[src/rtl/cbud_mod_counter_pkg.sv]
// cbud_pkg: shared constants and helpers for the cbud_* counter family
// Contents: direction encodings, WIDTH legality check, terminal-condition function
package cbud_pkg;
    localparam logic DIR_UP = 1'b0;
    localparam logic DIR_DN = 1'b1;

    function automatic bit width_ok(input int w);
        return w >= 2 && w <= 32;
    endfunction

    // Terminal: counting down terminates at 0, counting up at or beyond maxv
    function automatic logic term_f(input logic [31:0] q, input logic [31:0] maxv, input logic dnup);
        return dnup == DIR_DN ? q == 32'd0 : q >= maxv;
    endfunction
endpackage

[src/rtl/cbud_mod_counter_if.sv]
// cbud_mod_counter_if: control/data bundle of one cbud_mod_counter stage
// Signals: D/LD load, EN/CAI count enables, DNUP direction, MAXV terminal value,
//          Q count, CAO combinational carry out, WRAP registered wrap pulse
// Modports: master drives controls and observes results, slave is the counter
interface cbud_mod_counter_if #(parameter int WIDTH = 4);
    logic [WIDTH-1:0] D;
    logic [WIDTH-1:0] MAXV;
    logic [WIDTH-1:0] Q;
    logic LD;
    logic EN;
    logic CAI;
    logic DNUP;
    logic CAO;
    logic WRAP;

    modport master (output D, LD, EN, CAI, DNUP, MAXV, input Q, CAO, WRAP);
    modport slave  (input D, LD, EN, CAI, DNUP, MAXV, output Q, CAO, WRAP);
endinterface

[src/rtl/cbud_mod_counter_term.sv]
// cbud_term: combinational terminal detect shared by carry out and next-state logic
// Ports: q current count, maxv terminal value, dnup direction (1 = down), t terminal flag
module cbud_term
    import cbud_pkg::*;
#(
    parameter int WIDTH = 4
) (
    input  logic [WIDTH-1:0] q,
    input  logic [WIDTH-1:0] maxv,
    input  logic             dnup,
    output logic             t
);
    assign t = term_f(32'(q), 32'(maxv), dnup);
endmodule

[src/rtl/cbud_mod_counter.sv]
// cbud_mod_counter: parametrised modulo-(MAXV+1) up/down counter with cascade carry
// Ports: CLK clock, CS synchronous active-high reset, bus (cbud_mod_counter_if.slave)
// Build option: define CBUD_MOD_SATURATE_EN to hold at the terminal value instead of wrapping
module cbud_mod_counter
    import cbud_pkg::*;
#(
    parameter int               WIDTH   = 4,
    parameter logic [WIDTH-1:0] RST_VAL = '0
) (
    input logic              CLK,
    input logic              CS,
    cbud_mod_counter_if.slave bus
);
    if (!width_ok(WIDTH)) begin : g_bad_width
        $error("cbud_mod_counter: WIDTH must be within 2..32");
    end

    localparam logic [WIDTH-1:0] ONE = WIDTH'(1);

    logic [WIDTH-1:0] q;
    logic [WIDTH-1:0] nxt;
    logic             t;
    logic             cnt;
    logic             dn;
    logic             pulse;
    logic             wrap;

    cbud_term #(.WIDTH(WIDTH)) u_term (
        .q    (q),
        .maxv (bus.MAXV),
        .dnup (bus.DNUP),
        .t    (t)
    );

    assign cnt     = bus.CAI && bus.EN;
    assign dn      = bus.DNUP == DIR_DN;
    assign bus.CAO = cnt && t;
    assign bus.Q   = q;
    assign bus.WRAP = wrap;

`ifdef CBUD_MOD_SATURATE_EN
    logic sat_hold;
    logic sat_dn;
    // At the limit, up clamps to MAXV (also pulls an out-of-range Q back) and down stays at 0
    assign nxt   = t ? (dn ? '0 : bus.MAXV) : (dn ? q - ONE : q + ONE);
    // Only the first terminal count in a given direction reports WRAP
    assign pulse = cnt && t && !(sat_hold && sat_dn == bus.DNUP);
    always_ff @(posedge CLK) begin
        if (CS || bus.LD) begin
            sat_hold <= 1'b0;
        end else if (cnt) begin
            sat_hold <= t;
            sat_dn   <= bus.DNUP;
        end
    end
`else
    assign nxt   = t ? (dn ? bus.MAXV : '0) : (dn ? q - ONE : q + ONE);
    assign pulse = cnt && t;
`endif

    always_ff @(posedge CLK) begin
        q    <= CS ? RST_VAL : bus.LD ? bus.D : cnt ? nxt : q;
        wrap <= !CS && !bus.LD && pulse;
    end
endmodule
[src/flat_wrapper.sv]
// flat-port wrapper written by rule: the top's interface ports become plain ports
module cbud_mod_counter_flat import cbud_pkg::*;
#(
    parameter int               WIDTH   = 4,
    parameter logic [WIDTH-1:0] RST_VAL = '0
)
  (CLK, CS, bus_D, bus_LD, bus_EN, bus_CAI, bus_DNUP, bus_MAXV, bus_Q, bus_CAO, bus_WRAP);
  cbud_mod_counter_if #(.WIDTH(WIDTH)) bus_i ();
  input logic CLK;
  input logic CS;
  input wire logic [$bits(bus_i.D)-1:0] bus_D;
  input wire logic [$bits(bus_i.LD)-1:0] bus_LD;
  input wire logic [$bits(bus_i.EN)-1:0] bus_EN;
  input wire logic [$bits(bus_i.CAI)-1:0] bus_CAI;
  input wire logic [$bits(bus_i.DNUP)-1:0] bus_DNUP;
  input wire logic [$bits(bus_i.MAXV)-1:0] bus_MAXV;
  output wire logic [$bits(bus_i.Q)-1:0] bus_Q;
  output wire logic [$bits(bus_i.CAO)-1:0] bus_CAO;
  output wire logic [$bits(bus_i.WRAP)-1:0] bus_WRAP;
  assign bus_i.D = bus_D;
  assign bus_i.LD = bus_LD;
  assign bus_i.EN = bus_EN;
  assign bus_i.CAI = bus_CAI;
  assign bus_i.DNUP = bus_DNUP;
  assign bus_i.MAXV = bus_MAXV;
  assign bus_Q = bus_i.Q;
  assign bus_CAO = bus_i.CAO;
  assign bus_WRAP = bus_i.WRAP;
  cbud_mod_counter #(.WIDTH(WIDTH), .RST_VAL(RST_VAL)) u_core (.CLK(CLK), .CS(CS), .bus(bus_i));
endmodule
[config.mk]
export PLATFORM = sky130hd
export DESIGN_NAME = cbud_mod_counter_flat
export DESIGN_NICKNAME = d
export VERILOG_FILES = /design/src/rtl/cbud_mod_counter_pkg.sv /design/src/rtl/cbud_mod_counter_if.sv /design/src/rtl/cbud_mod_counter_term.sv /design/src/rtl/cbud_mod_counter.sv /design/src/flat_wrapper.sv
export SDC_FILE = /design/constraint.sdc
export NUM_CORES = 1
export LEC_CHECK = 0
export BUFFER_PORTS_ARGS = -buffer_cell sky130_fd_sc_hd__buf_2
export CORE_AREA = 2 2 39 41
export DETAILED_ROUTE_END_ITERATION = 10
export DIE_AREA = 0 0 41 43
export PLACE_DENSITY = 0.67
export SETUP_SLACK_MARGIN = 0.5
export SLEW_MARGIN = 10
export SYNTH_ARGS = -nofsm -noshare
export SYNTH_HDL_FRONTEND = slang
export SYNTH_HIERARCHICAL = 1
export SYNTH_SLANG_ARGS = --single-unit
[constraint.sdc]
create_clock -name CLK -period 2.2 [get_ports CLK]
set_clock_uncertainty 0.1 [all_clocks]
set_input_delay 0.33 -clock CLK [delete_from_list [all_inputs] [get_ports CLK]]
set_output_delay 0.33 -clock CLK [all_outputs]
set_load 0.01 [all_outputs]
==> metrics.txt <==
fin. max-slew vios=0; Fmax=roughly 500 MHz; Reg clk slew, reported paths=about 0.04 ns; CTS Sinks=5; Antenna Cells=0; relative slew slack=78.4%; CORE AREA=between 1000 and 1500 um^2; vias in the first global route=about 430; Power Dens Cells=about 460 nW/um^2; Area Growth Syn to Fin=49.6%; ordered cell list for the critical path=ha_4 > o211ai_1 > o21ai_1 > o21a_2 > and3_4 > buf_6; area share of the largest cell type after synthesis=20.1%; Setup-failing EPs final=0; initial antenna violation count=0; first drt pass iteration count=4; Die Wd=41 um; H-tree lvl count=1; global-route wire length before repair=1770 um; dpl hpwl=approximately 900 um; drc violations=0; final hold vios=0; Peak VDD IR=298 uV; placed cells=96; CP arrival=~1.6 ns; met1 WL=about 630 um; Tcrit/Tclk final=90.8%; critical path required time=1.77 ns; total CTS buffers=3; worst-margin pin slew=0.321 ns; Initial Util=36.1%; post-synth cell types=31; detailed-route via count=between 500 and 600; Critical Path Max Stage Delay=0.37 ns; status=finished, final reports clean; most common cell in the netlist=inv_1; vias per cell=5.29; mean post-synth cell area=7.92 um^2; top post-synthesis cells by area=dfxtp_1 20%, ha_1 15%, a21oi_1 6.0%, inv_1 6.0%, nor3b_1 4.5%; clk_lat worst skew=~0.24 ns; die height=43 um; GP Congestion=0.744; share of cells above drive strength 1=51.2%; Warnings, synthesis=6; root buffer cell=clkbuf_4; critical-path maximum fanout=5; syn_nets=84; CTS Buffer Depth=2; I/O pin count=20; Seq/Total Area, Yosys=20.1%; Avg WL per Cell=12.4 um; post-layout minimum cycle time=around 2.0 ns; CTS tree=yes; WP buf/inv=1; Crit-path slowest cell=dfxtp_4; Nets=around 110; Post-synth top cells=8 x inv_1, 6 x a21oi_1, 6 x ha_1; static leakage=0.000323 uW; # rows=14; Filler Cell Count=148; largest net degree at the start of global routing=12; GR Overflow Total=0; die area=roughly 1800 um^2; Post-synth top flop=dfxtp_1; EDFF count, synth=0; startpoint types=flip-flop; largest area contributor in the netlist=dfxtp_1; Routed Wire Length=1260 um; Syn Inst Count=63; Worst setup EP type=primary output; RSZ-0062 raised after global routing=true; max_cap viols=0; top sig layer=met4; Seq cells post-synth=5; kind of critical path=flip-flop to primary output; synthesized area=499 um^2; Tot GR Track Use=15.1%; Finished Layout Cells=102; ys async rst share=0%; Buffers on Ports=19; post-route core utilization=54.0%; Crit path max-delay family=compound AO/OA/AOI/OAI gates; Met2 Wirelength=552 um; met3 wire len=roughly 78 um; Initial DRC Count=6; worst hold-check path type=input pin to flip-flop; setup TNS=0 ns; Final ANT Viol Nets=0
## metrics by stage
step | cell area (um^2) | power, uW | setup slack (ns) | hold slack (ns)
floorplan | 558 | 184 | 0.330 | 0.283
global placement | 658 | 216 | 0.172 | 0.450
detailed placement | 658 | 218 | 0.149 | 0.451
CTS | 714 | 343 | 0.165 | 0.198
global route | 747 | 374 | 0.135 | 0.207
finish | 747 | 347 | 0.202 | 0.209
## worst register-to-register path: stages (launching register included)
cell,delay [ns]
dfxtp_4,0.37
ha_4,0.24
o211ai_1,0.15
o21ai_1,0.09
o21a_2,0.22
buf_6,0.14
or3_4,0.31
a31o_1,0.19
a21oi_2,0.10
## cell families after synthesis
logic type	share of synthesized area, %
compound gates	27.1
xor+xnor	1.75
fa+ha+maj	19.0
buf+inv	7.77
flops	20.1
simple gates	24.3
## final timing paths
path / startpoint / to / slack, ns / cells after the start
max: u_core/bus.Q[1] / bus_CAO / 0.20 / 6
min: CS / u_core/bus.Q[0] / 0.21 / 2
max reg2reg: u_core/bus.Q[1] / u_core/bus.Q[0] / 0.23 / 8
min reg2reg: u_core/bus.Q[1] / u_core/bus.Q[1] / 0.57 / 3
## layout make-up
| cell class | instances | area [um^2] | share of cell area (%) |
|---|---|---|---|
| Inverter | 8 | 32.5 | 4.36 |
| Multi-Input combinational cell | 48 | 435 | 58.3 |
| Timing Repair Buffer | 21 | 120 | 16.1 |
| Tap cell | 16 | 20.0 | 2.68 |
| Sequential cell | 5 | 113 | 15.1 |
| Clock buffer | 4 | 26.3 | 3.52 |
## cell usage in the layout (no fill, tap or decap), types with 2 or more instances in the layout
cell type  count
nand3_1        3
a21oi_1        5
ha_4           3
nand2_1        4
buf_6          2
inv_1          7
buf_2         18
nor3b_2        2
a21oi_2        2
o21ai_1        3
dfxtp_4        3
clkbuf_4       3
ha_1           3
## metal layers
metal	GRT usage (%)	vias to the layer above
met5	0	-
met4	10.0	0
met3	3.14	2
met2	19.1	17
met1	21.9	241
li1	-	280
## flip-flops by register name, summed over array words and instances, names as in the netlist
signal,cells
u_core/bus.Q,4
u_core/bus.WRAP,1
## report_power, final
group / switching, uW / leakage [uW] / internal, uW
clock: 38.9 / 0.0000150 / 68.7
combinational: 64.6 / 0.000264 / 66.2
sequential: 11.6 / 0.0000434 / 96.7
total: 115 / 0.000323 / 232
## timing repair
action                     CTS  global route
setup endpoints to repair    6             5
hold buffers                 0             0
pin swaps                    4             3
setup buffers                2             0
resized for setup            6             7
No activity file was read; power rests on OpenSTA's default activity.
